`src/rtl/pong_playfield.sv`:
```
// pong_playfield
//   Game core for the pong display path. Holds ball position/velocity, both
//   bat positions and scores, and sequences SERVE -> PLAY -> POINT ->
//   (SERVE | GAME_OVER). Every piece of game state advances only on clock
//   edges where frame_tick is high. The pixel flags are recomputed on every
//   clock from the beam position and are registered, so they arrive one
//   clock after hpos/vpos.
//
// Optional feature (compile-time macro):
//   PONG_AI_EN  - when defined, right_pad is ignored and the right bat
//                 steers itself 1 px per frame toward the ball centre.
//
// Ports:
//   clk          pixel clock
//   reset        asynchronous, active-low reset
//   frame_tick   one-cycle pulse per frame (start of vblank)
//   hpos, vpos   beam position (9 bits each)
//   left_pad     requested left bat top y
//   right_pad    requested right bat top y (unused with PONG_AI_EN)
//   start        level; restarts the game from GAME_OVER on a tick
//   ball_on      beam is inside the ball (registered)
//   bats_on      beam is inside either bat (registered)
//   left_score   left player score
//   right_score  right player score
//   game_over    high while in GAME_OVER
module pong_playfield #(
  parameter int H_ACTIVE     = 256,
  parameter int V_ACTIVE     = 240,
  parameter int BAT_H        = 16,
  parameter int BAT_W        = 4,
  parameter int BALL_SZ      = 4,
  parameter int LEFT_BAT_X   = 16,
  parameter int RIGHT_BAT_X  = 236,
  parameter int SCORE_MAX    = 11,
  parameter int SERVE_FRAMES = 60
) (
  input  logic       clk,
  input  logic       reset,
  input  logic       frame_tick,
  input  logic [8:0] hpos,
  input  logic [8:0] vpos,
  input  logic [7:0] left_pad,
  input  logic [7:0] right_pad,
  input  logic       start,
  output logic       ball_on,
  output logic       bats_on,
  output logic [3:0] left_score,
  output logic [3:0] right_score,
  output logic       game_over
);

  typedef enum logic [1:0] {
    ST_SERVE,
    ST_PLAY,
    ST_POINT,
    ST_OVER
  } state_t;

  localparam int CNT_W = (SERVE_FRAMES > 1) ? $clog2(SERVE_FRAMES) : 1;

  // All geometry is held as 10-bit signed so "next position" can go
  // negative without wrapping.
  localparam logic signed [9:0] C_H_ACTIVE  = 10'(H_ACTIVE);
  localparam logic signed [9:0] C_V_ACTIVE  = 10'(V_ACTIVE);
  localparam logic signed [9:0] C_BALL_SZ   = 10'(BALL_SZ);
  localparam logic signed [9:0] C_BALL_HALF = 10'(BALL_SZ / 2);
  localparam logic signed [9:0] C_BAT_H     = 10'(BAT_H);
  localparam logic signed [9:0] C_BAT_HALF  = 10'(BAT_H / 2);
  localparam logic signed [9:0] C_LBAT_X    = 10'(LEFT_BAT_X);
  localparam logic signed [9:0] C_LBAT_XE   = 10'(LEFT_BAT_X + BAT_W);
  localparam logic signed [9:0] C_RBAT_X    = 10'(RIGHT_BAT_X);
  localparam logic signed [9:0] C_RBAT_XE   = 10'(RIGHT_BAT_X + BAT_W);
  localparam logic signed [9:0] C_X_MAX     = 10'(H_ACTIVE - BALL_SZ);
  localparam logic signed [9:0] C_Y_MAX     = 10'(V_ACTIVE - BALL_SZ);
  localparam logic signed [9:0] C_BAT_Y_MAX = 10'(V_ACTIVE - BAT_H);
  localparam logic signed [9:0] C_BALL_X0   = 10'((H_ACTIVE - BALL_SZ) / 2);
  localparam logic signed [9:0] C_BALL_Y0   = 10'((V_ACTIVE - BALL_SZ) / 2);
  localparam logic signed [9:0] C_BAT_Y0    = 10'((V_ACTIVE - BAT_H) / 2);
  localparam logic [3:0]        C_SCORE_MAX = 4'(SCORE_MAX);
  localparam logic [CNT_W-1:0]  C_CNT_LAST  = CNT_W'(SERVE_FRAMES - 1);

  state_t            state_reg, state_next;
  logic [CNT_W-1:0]  cnt_reg, cnt_next;
  logic signed [9:0] ball_x_reg, ball_x_next;
  logic signed [9:0] ball_y_reg, ball_y_next;
  logic              dx_pos_reg, dx_pos_next;   // 1: dx=+1, 0: dx=-1
  logic              dy_pos_reg, dy_pos_next;   // 1: dy=+1, 0: dy=-1
  logic signed [9:0] lbat_y_reg, lbat_y_next;
  logic signed [9:0] rbat_y_reg, rbat_y_next;
  logic [3:0]        lscore_reg, lscore_next;
  logic [3:0]        rscore_reg, rscore_next;
  logic              right_scored_reg, right_scored_next;
  logic              ball_on_reg, bats_on_reg;

  // Requested pad positions saturate at the lowest legal bat top.
  function automatic logic signed [9:0] clamp_pad(input logic [7:0] pad);
    logic signed [9:0] p;
    p = {2'b00, pad};
    return (p > C_BAT_Y_MAX) ? C_BAT_Y_MAX : p;
  endfunction

  // ---------------------------------------------------------------------
  // PLAY-step datapath: next position, wall bounce, bat hits, misses
  // ---------------------------------------------------------------------
  logic signed [9:0] step_x, step_y, nx, ny, yw;
  logic              wall_top, wall_bot, dy_wall;
  logic              hit_l, hit_r, miss_l, miss_r;
  logic              above_l, above_r;

  assign step_x   = dx_pos_reg ? 10'sd1 : -10'sd1;
  assign step_y   = dy_pos_reg ? 10'sd1 : -10'sd1;
  assign nx       = ball_x_reg + step_x;
  assign ny       = ball_y_reg + step_y;
  assign wall_top = (ny <= 10'sd0);
  assign wall_bot = (ny >= C_Y_MAX);
  assign yw       = wall_top ? 10'sd0 : (wall_bot ? C_Y_MAX : ny);
  assign dy_wall  = wall_top ? 1'b1 : (wall_bot ? 1'b0 : dy_pos_reg);

  // Hit tests use the wall-corrected y so a corner bounce off a bat works.
  assign hit_l = !dx_pos_reg
              && (nx < C_LBAT_XE) && (nx + C_BALL_SZ > C_LBAT_X)
              && (yw < lbat_y_reg + C_BAT_H) && (yw + C_BALL_SZ > lbat_y_reg);
  assign hit_r = dx_pos_reg
              && (nx < C_RBAT_XE) && (nx + C_BALL_SZ > C_RBAT_X)
              && (yw < rbat_y_reg + C_BAT_H) && (yw + C_BALL_SZ > rbat_y_reg);
  assign miss_l  = (nx <= 10'sd0);
  assign miss_r  = (nx >= C_X_MAX);
  assign above_l = (yw + C_BALL_HALF) < (lbat_y_reg + C_BAT_HALF);
  assign above_r = (yw + C_BALL_HALF) < (rbat_y_reg + C_BAT_HALF);

`ifdef PONG_AI_EN
  logic signed [9:0] ball_c, rbat_c;
  logic              unused_right_pad;
  assign ball_c           = ball_y_reg + C_BALL_HALF;
  assign rbat_c           = rbat_y_reg + C_BAT_HALF;
  assign unused_right_pad = ^right_pad;
`endif

  // ---------------------------------------------------------------------
  // Next-state logic
  // ---------------------------------------------------------------------
  always_comb begin
    state_next        = state_reg;
    cnt_next          = cnt_reg;
    ball_x_next       = ball_x_reg;
    ball_y_next       = ball_y_reg;
    dx_pos_next       = dx_pos_reg;
    dy_pos_next       = dy_pos_reg;
    lbat_y_next       = lbat_y_reg;
    rbat_y_next       = rbat_y_reg;
    lscore_next       = lscore_reg;
    rscore_next       = rscore_reg;
    right_scored_next = right_scored_reg;

    if (frame_tick) begin
      lbat_y_next = clamp_pad(left_pad);
`ifdef PONG_AI_EN
      if (state_reg != ST_OVER) begin
        if ((ball_c > rbat_c) && (rbat_y_reg < C_BAT_Y_MAX))
          rbat_y_next = rbat_y_reg + 10'sd1;
        else if ((ball_c < rbat_c) && (rbat_y_reg > 10'sd0))
          rbat_y_next = rbat_y_reg - 10'sd1;
      end
`else
      rbat_y_next = clamp_pad(right_pad);
`endif

      case (state_reg)
        ST_SERVE: begin
          ball_x_next = C_BALL_X0;
          ball_y_next = C_BALL_Y0;
          if (cnt_reg == C_CNT_LAST)
            state_next = ST_PLAY;
          else
            cnt_next = cnt_reg + CNT_W'(1);
        end

        ST_PLAY: begin
          ball_x_next = nx;
          ball_y_next = yw;
          dy_pos_next = dy_wall;
          // A hit wins over a miss decided on the same frame.
          if (hit_l) begin
            ball_x_next = C_LBAT_XE;
            dx_pos_next = 1'b1;
            dy_pos_next = !above_l;
          end else if (hit_r) begin
            ball_x_next = C_RBAT_X - C_BALL_SZ;
            dx_pos_next = 1'b0;
            dy_pos_next = !above_r;
          end else if (miss_l) begin
            right_scored_next = 1'b1;
            state_next        = ST_POINT;
          end else if (miss_r) begin
            right_scored_next = 1'b0;
            state_next        = ST_POINT;
          end
        end

        ST_POINT: begin
          // Next serve heads toward whoever just lost the point.
          dx_pos_next = !right_scored_reg;
          if (right_scored_reg) begin
            rscore_next = rscore_reg + 4'd1;
          end else begin
            lscore_next = lscore_reg + 4'd1;
          end
          if ((right_scored_reg ? rscore_reg : lscore_reg) + 4'd1 == C_SCORE_MAX) begin
            state_next = ST_OVER;
          end else begin
            state_next  = ST_SERVE;
            cnt_next    = '0;
            ball_x_next = C_BALL_X0;
            ball_y_next = C_BALL_Y0;
          end
        end

        ST_OVER: begin
          if (start) begin
            state_next  = ST_SERVE;
            cnt_next    = '0;
            lscore_next = 4'd0;
            rscore_next = 4'd0;
            ball_x_next = C_BALL_X0;
            ball_y_next = C_BALL_Y0;
          end
        end

        default: state_next = ST_SERVE;
      endcase
    end
  end

  // ---------------------------------------------------------------------
  // Beam compare (registered)
  // ---------------------------------------------------------------------
  logic signed [9:0] h_s, v_s;
  logic              in_active, in_ball, in_lbat, in_rbat;

  assign h_s       = {1'b0, hpos};
  assign v_s       = {1'b0, vpos};
  assign in_active = (h_s < C_H_ACTIVE) && (v_s < C_V_ACTIVE);
  assign in_ball   = (h_s >= ball_x_reg) && (h_s < ball_x_reg + C_BALL_SZ)
                  && (v_s >= ball_y_reg) && (v_s < ball_y_reg + C_BALL_SZ);
  assign in_lbat   = (h_s >= C_LBAT_X) && (h_s < C_LBAT_XE)
                  && (v_s >= lbat_y_reg) && (v_s < lbat_y_reg + C_BAT_H);
  assign in_rbat   = (h_s >= C_RBAT_X) && (h_s < C_RBAT_XE)
                  && (v_s >= rbat_y_reg) && (v_s < rbat_y_reg + C_BAT_H);

  // ---------------------------------------------------------------------
  // State registers
  // ---------------------------------------------------------------------
  always_ff @(posedge clk or negedge reset) begin
    if (!reset) begin
      state_reg        <= ST_SERVE;
      cnt_reg          <= '0;
      ball_x_reg       <= C_BALL_X0;
      ball_y_reg       <= C_BALL_Y0;
      dx_pos_reg       <= 1'b1;
      dy_pos_reg       <= 1'b1;
      lbat_y_reg       <= C_BAT_Y0;
      rbat_y_reg       <= C_BAT_Y0;
      lscore_reg       <= 4'd0;
      rscore_reg       <= 4'd0;
      right_scored_reg <= 1'b0;
      ball_on_reg      <= 1'b0;
      bats_on_reg      <= 1'b0;
    end else begin
      state_reg        <= state_next;
      cnt_reg          <= cnt_next;
      ball_x_reg       <= ball_x_next;
      ball_y_reg       <= ball_y_next;
      dx_pos_reg       <= dx_pos_next;
      dy_pos_reg       <= dy_pos_next;
      lbat_y_reg       <= lbat_y_next;
      rbat_y_reg       <= rbat_y_next;
      lscore_reg       <= lscore_next;
      rscore_reg       <= rscore_next;
      right_scored_reg <= right_scored_next;
      ball_on_reg      <= in_active && in_ball && (state_reg != ST_OVER);
      bats_on_reg      <= in_lbat || in_rbat;
    end
  end

  assign ball_on     = ball_on_reg;
  assign bats_on     = bats_on_reg;
  assign left_score  = lscore_reg;
  assign right_score = rscore_reg;
  assign game_over   = (state_reg == ST_OVER);

endmodule

```
`config.mk`:
```
export PLATFORM = sky130hd
export DESIGN_NAME = pong_playfield
export DESIGN_NICKNAME = d
export VERILOG_FILES = /design/src/rtl/pong_playfield.sv
export SDC_FILE = /design/constraint.sdc
export NUM_CORES = 1
export LEC_CHECK = 0
export ABC_AREA = 1
export CORE_AREA = 8 8 140 142
export CTS_BUF_LIST = sky130_fd_sc_hd__clkbuf_8
export DETAILED_ROUTE_END_ITERATION = 10
export DIE_AREA = 0 0 148 150
export PLACE_DENSITY = 0.57
export SETUP_SLACK_MARGIN = 0.2
export SLEW_MARGIN = 20
export SYNTH_ARGS = -nofsm -noshare
export SYNTH_HDL_FRONTEND = slang
export SYNTH_SLANG_ARGS = --single-unit
export TNS_END_PERCENT = 50
```
`constraint.sdc`:
```
create_clock -name clk -period 5.45 [get_ports clk]
set_input_delay 1.09 -clock clk [delete_from_list [all_inputs] [get_ports clk]]
set_output_delay 1.09 -clock clk [all_outputs]
set_load 0.005 [all_outputs]
```
==> results.py, run 1 <==
metrics = {
    "outcome": {
        "status": "completed",
    },
    "power_and_ir_drop": {
        "ir_drop_uv": 306,
        "powerDensity_nw_per_um2": 674,
        "leakage_nw": 3.91,
    },
    "min_path": {
        "hold_start": "dy_pos_reg",
        "holdPathEnd": "dy_pos_reg",
        "holdCritPathClass": "flop to flop",
        "hold_depth": 2,
    },
    "detailed_routing": {
        "drt_pre_antenna_iters": 5,
        "drt_wl_total_um": 19400,
        "drc": 0,
        "final_antenna_net_count": 0,
        "drt-wirelength-per-cell_um": 16.1,
        "vias": 6239,
        "drtIter0Drc": 347,
        "routed_via_density": 5.20,
    },
    "timing": {
        "fin_crit_ns": 4.68,
        "rsz0062_at_grt": "no",
        "finalSetupTns_ns": 0,
        "clock_skew_ns": 0.0146,
        "relSlewSlack_pct": 48.5,
        "slew_violations": 0,
        "fmax_ghz": 0.214,
        "hold_viol_final": 0,
        "fin_crit_sh_pct": 85.9,
        "tightest_slew_ns": 0.772,
        "setup_violations": 0,
    },
    "final_layout": {
        "multi_input_area_um2": 4780,
        "ff_latch_area_um2": 1450,
        "stdcell_count": 1200,
        "syn_to_final_growth_pct": 14.9,
        "nFillCells": 1838,
        "n_antenna_cell": 0,
        "nNetsFinal": 1139,
        "drive_gt1_share_pct": 9.06,
        "fin_area_um2": 7820,
    },
    "floorplan": {
        "die_w_um": 148,
        "fp.dieH_um": 150,
        "fp-row-count": 49,
        "core_um2": 17500,
        "start_util_pct": 38.8,
        "die-area_um2": 22200,
        "num_io_pins": 49,
    },
    "global_route": {
        "grt_pass1_wl_um": 31700,
        "grt_antenna_before_repair": 0,
        "grt_usage_pct": 18.2,
        "grt_pass1_vias": 6173,
        "overflow": 0,
        "grt_max_degree": 58,
    },
    "worst_setup_path": {
        "cp.required_ns": 5.76,
        "cp_common_cell": "nand2_1",
        "rrSetupSlack_ns": 0.77,
        "cpLargestDelayFamily": "simple AND/OR/NAND/NOR gates",
        "ff2ff_path_depth": 28,
        "r2r-start": "dy_pos_reg",
        "r2r-end": "dx_pos_reg",
        "startpoint_type": "flop",
        "arrival_ns": 4.99,
        "cp_slowest_cell": "dfstp_2",
        "path_buf_inv": 5,
        "crit_fanout": 8,
        "cp-end-kind": "flop",
        "critPathMaxStageDelay_ns": 0.58,
        "worstSetupPathType": "flop to flop",
    },
    "job": {
        "max_cap_viol_count": 0,
    },
    "placed_design": {
        "gp_congestion": 0.951,
        "dp_cells": 1184,
        "place_area_um2": 7570,
        "place.port_buffers": 48,
        "post-dp-hpwl_um": 15800,
    },
    "synthesis": {
        "netlist_area_um2": 6800,
        "synth_top_family_by_area": "adder cells",
        "synthMuxAreaShare_pct": 0.166,
        "synthFlopType": "dfrtp_1",
        "postSynthCellCount": 909,
        "synth_edf_count": 0,
        "yosysUniqueCellTypes": 60,
        "yosys.area_share.adder_pct": 25.0,
        "synth_xor_area_share_pct": 4.82,
        "synth_top_cell_area_share_pct": 24.5,
        "netlist_top_cells_count": "nand2_1, inv_1, ha_1, nand3_1, nor2_1",
        "synth_top_cell_by_area": "ha_1",
        "synth_compound_area_share_pct": 16.0,
        "ys_seq_elements": 57,
        "syn_area_per_cell_um2": 7.49,
        "synth_async_sr_flop_share_pct": 100,
        "yosys_warnings": 0,
        "synth.area.top_cells": "ha_1, dfrtp_1, nand2_1",
        "ys_seq_area_share_pct": 21.3,
        "synth-simple-area-share_pct": 23.9,
        "yosys.cell_count.top_type": "nand2_1",
    },
    "clock_tree": {
        "h-tree-depth": 3,
        "cts_setup_buffers": 0,
        "cts_tree": "yes",
        "worstSkewPairLatency_ns": 0.37,
        "cts_buffer_depth": 2,
        "cts_buffers": 9,
        "ctsHoldBuffers": 0,
        "cts.sinks": 57,
        "cts_resized": 0,
        "path_clk_slew_ns": 0.08,
        "clockRootBuffer": "clkbuf_8",
    },
}
[power by group]
| part | leakage [nW] | internal, mW | total, mW | switching [mW] |
|---|---|---|---|---|
| clock | 0.124 | 0.308 | 0.527 | 0.219 |
| combinational | 3.09 | 1.49 | 4.07 | 2.58 |
| sequential | 0.692 | 0.549 | 0.676 | 0.127 |
[worst register-to-register path, delay by kind of cell, from the launching register on]
| kind | cells | cell delay [ns] |
|---|---|---|
| compound gates | 4 | 0.73 |
| xor+xnor | 2 | 0.45 |
| fa+ha+maj | 3 | 0.91 |
| buf+inv | 5 | 0.45 |
| flops | 1 | 0.58 |
| simple gates | 14 | 1.52 |
[area by class of cell]
| cell class | instances | area share (%) |
|---|---|---|
| sequential | 57 | 18.5 |
| timing repair buffer | 51 | 6.37 |
| tap | 229 | 3.66 |
| multi-input combinational | 698 | 61.1 |
| clock buffer | 9 | 1.58 |
| clock inverter | 7 | 1.60 |
| inverter | 149 | 7.15 |
[placed cells by master (no fill, tap or decap), types with 9 or more instances in the layout]
cell type / instances
a21oi_1: 46
a22oi_1: 9
clkbuf_8: 9
clkdlybuf4s50_1: 47
dfrtp_1: 38
dfstp_2: 19
ha_1: 133
inv_1: 134
inv_2: 14
nand2_1: 173
nand3_1: 68
nand4_1: 16
nor2_1: 52
nor3_1: 16
o21ai_0: 40
o21bai_1: 16
xnor2_1: 11
xor2_1: 19
[per-stage QoR]
stage	worst slack, ns	hold WS (ns)	power [mW]	utilization [%]
floorplan	1.43	0.475	3.95	-
global placement	0.903	0.494	4.71	43.2
finish	0.766	0.508	5.27	44.6
detailed placement	0.863	0.497	4.71	43.2
global route	0.234	0.536	5.91	44.6
CTS	0.819	0.508	5.28	44.6
[cell families (layout without fill, tap and decap cells)]
logic type,count (synthesis),count (layout)
AOI/OAI and AO/OA,167,167
xor gates and xnor gates,34,34
adders and majority gates,135,135
buffers and inverters,157,216
DFF,57,57
muxes,1,1
other,1,4
and+or+nand+nor,357,357
[per-layer routing]
layer / GRT usage [%] / up-vias / wire length [µm]
li1: - / 3193 / -
met1: 22.0 / 2863 / 8640
met2: 31.0 / 138 / 9180
met3: 3.42 / 45 / 949
met4: 7.50 / 0 / 611
met5: 0 / - / 0
[how the worst max path moves through the flow]
stage                     from       endpoint  slack, ns  depth (start not counted)
CTS                 dy_pos_reg  ball_x_reg[0]       0.82                         25
global placement    dy_pos_reg  ball_x_reg[0]       0.90                         25
floorplan           dy_pos_reg     dy_pos_reg       1.43                         29
finish              dy_pos_reg     dx_pos_reg       0.77                         28
detailed placement  dy_pos_reg  ball_x_reg[0]       0.86                         25
global route        dy_pos_reg     dx_pos_reg       0.23                         26
(Power assumes the default switching activity.)
==> inputs of run 2 (changes only) <==
- CELL_PAD_IN_SITES_DETAIL_PLACEMENT: not set -> 1
- CELL_PAD_IN_SITES_GLOBAL_PLACEMENT: not set -> 2
- CORE_AREA: 8 8 140 142 -> 8 8 147 149
- DIE_AREA: 0 0 148 150 -> 0 0 155 157
- PLACE_DENSITY: 0.57 -> 0.82
==> results.py, run 2 (synthesis gave the netlist of run 1 again) <==
metrics = {
    "timing": {
        "fmax_ghz": 0.209,
        "clock_skew_ns": 0.0118,
        "tightest_slew_ns": 0.795,
        "setup_slack_ns": 0.676,
        "fin_crit_ns": 4.77,
        "relSlewSlack_pct": 47.0,
        "fin_hold_ws_ns": 0.512,
        "slew_violations": 0,
        "fin_crit_sh_pct": 87.6,
        "hold_viol_final": 0,
        "finalSetupTns_ns": 0,
        "rsz0062_at_grt": "no",
        "setup_violations": 0,
    },
    "floorplan": {
        "fp.dieH_um": 157,
        "start_util_pct": 35.4,
        "fp-row-count": 51,
        "core_um2": 19200,
        "num_io_pins": 49,
        "die-area_um2": 24300,
        "die_w_um": 155,
    },
    "placed_design": {
        "place.port_buffers": 48,
        "gp_congestion": 0.857,
        "place_area_um2": 7610,
        "dp_cells": 1220,
        "post-dp-hpwl_um": 18000,
        "pre_cts_ws_ns": 0.564,
    },
    "final_layout": {
        "final_cell_mix": "nand2_1, inv_1, ha_1",
        "fin_area_um2": 7860,
        "drive_gt1_share_pct": 9.17,
        "layout_commonest_cell": "nand2_1",
        "stdcell_count": 1236,
        "n_antenna_cell": 0,
        "fin_util_pct": 40.9,
        "syn_to_final_growth_pct": 15.5,
        "nNetsFinal": 1139,
        "nFillCells": 2399,
    },
    "clock_tree": {
        "ctsHoldBuffers": 0,
        "path_clk_slew_ns": 0.08,
        "cts_tree": "yes",
        "cts_buffer_depth": 2,
        "worstSkewPairLatency_ns": 0.37,
        "cts_buffers": 9,
        "cts.sinks": 57,
        "clockRootBuffer": "clkbuf_8",
        "h-tree-depth": 3,
    },
    "power_and_ir_drop": {
        "power_mw": 5.38,
        "ir_drop_uv": 311,
        "powerDensity_nw_per_um2": 684,
        "leakage_nw": 3.90,
    },
    "worst_setup_path": {
        "critPathMaxStageDelay_ns": 0.58,
        "cp_common_cell": "nand2_1",
        "arrival_ns": 5.07,
        "crit_fanout": 8,
        "cp.required_ns": 5.75,
        "cp_slowest_cell": "dfstp_2",
        "startpoint_type": "flop",
        "worstSetupPathType": "flop to flop",
        "cp-end-kind": "flop",
    },
    "detailed_routing": {
        "drtIter0Drc": 196,
        "drt_wl_total_um": 21600,
        "routed_via_density": 5.12,
        "drt_pre_antenna_iters": 4,
        "drc": 0,
        "final_antenna_net_count": 0,
        "vias": 6328,
        "drt-wirelength-per-cell_um": 17.5,
    },
    "outcome": {
        "status": "completed",
    },
    "job": {
        "max_cap_viol_count": 0,
    },
    "global_route": {
        "overflow": 0,
        "grt_pass1_wl_um": 35600,
        "grt_pass1_vias": 6764,
        "grt_antenna_before_repair": 0,
        "grt_max_degree": 58,
        "grt_usage_pct": 18.5,
    },
    "min_path": {
        "holdCritPathClass": "flop to flop",
    },
}
run 2: cell count changes in the layout (fill, tap and decap cells not counted):
| cell | change |
|---|---|
| a21oi_2 | -1 |
| a21oi_4 | +1 |
| bufinv_16 | -1 |
| clkinv_4 | +1 |
| clkinvlp_4 | +1 |
| inv_6 | -1 |
| o21ai_0 | -1 |
| o21ai_1 | +1 |
| xor2_1 | -1 |
| xor2_2 | +1 |
run 2: cell type report:
cell class / count / area, µm² / share of cell area, %
Tap cell: 265 / 332 / 4.22
Sequential cell: 57 / 1450 / 18.5
Clock buffer: 9 / 124 / 1.58
Inverter: 149 / 559 / 7.12
Timing Repair Buffer: 51 / 498 / 6.34
Clock inverter: 7 / 103 / 1.31
Multi-Input combinational cell: 698 / 4790 / 61.0
run 2: worst paths after layout:
check	start	slack (ns)	to	cells after the start
worst max-delay path	dy_pos_reg	0.68	dx_pos_reg	27
worst min-delay path	dy_pos_reg	0.51	dy_pos_reg	2
worst max register to register	dy_pos_reg	0.68	dx_pos_reg	27
worst min register to register	dy_pos_reg	0.51	dy_pos_reg	2
max in group asynchronous	reset	4.02	ball_y_reg[3]	2
min in group asynchronous	reset	0.87	bats_on	2
run 2: power breakdown:
part           total, mW  internal [mW]  switching (mW)
Sequential         0.678          0.549           0.130
Combinational       4.21           1.51            2.70
Clock              0.484          0.261           0.223
Total               5.38           2.32            3.05
run 2: worst max-delay path: cells and delay by family, from the launching register on:
kind                       cells  cell delay [ns]
AOI/OAI and AO/OA              5             0.83
xor gates and xnor gates       2             0.36
adders and majority gates      3             0.91
buffers and inverters          5             0.52
DFF                            1             0.58
and+or+nand+nor               12             1.52
run 2: what timing repair did:
item                       4_1_cts  5_1_grt
setup endpoints to repair        0        5
resized for setup                0        3
buffers inserted                 0        0
run 2: layer usage:
layer  track usage, %  vias to the layer above  share of wire [%]  wire (µm)
met4             4.62                        0                1.7        360
met3             2.82                       23                2.7        574
met2             33.0                       72                 49      10600
met1             22.9                     3045                 47      10100
met5                0                        -                  0          0
li1                 -                     3188                  -          -
==> inputs of run 3 (changes only) <==
- CELL_PAD_IN_SITES_DETAIL_PLACEMENT: 1 -> not set
- CELL_PAD_IN_SITES_GLOBAL_PLACEMENT: 2 -> not set
- CORE_AREA: 8 8 147 149 -> 8 8 140 142
- DIE_AREA: 0 0 155 157 -> 0 0 148 150
- PLACE_DENSITY: 0.82 -> 0.57
==> results of run 3 <==
Same layout as run 1: the final DEF is identical, and so are final timing and power.
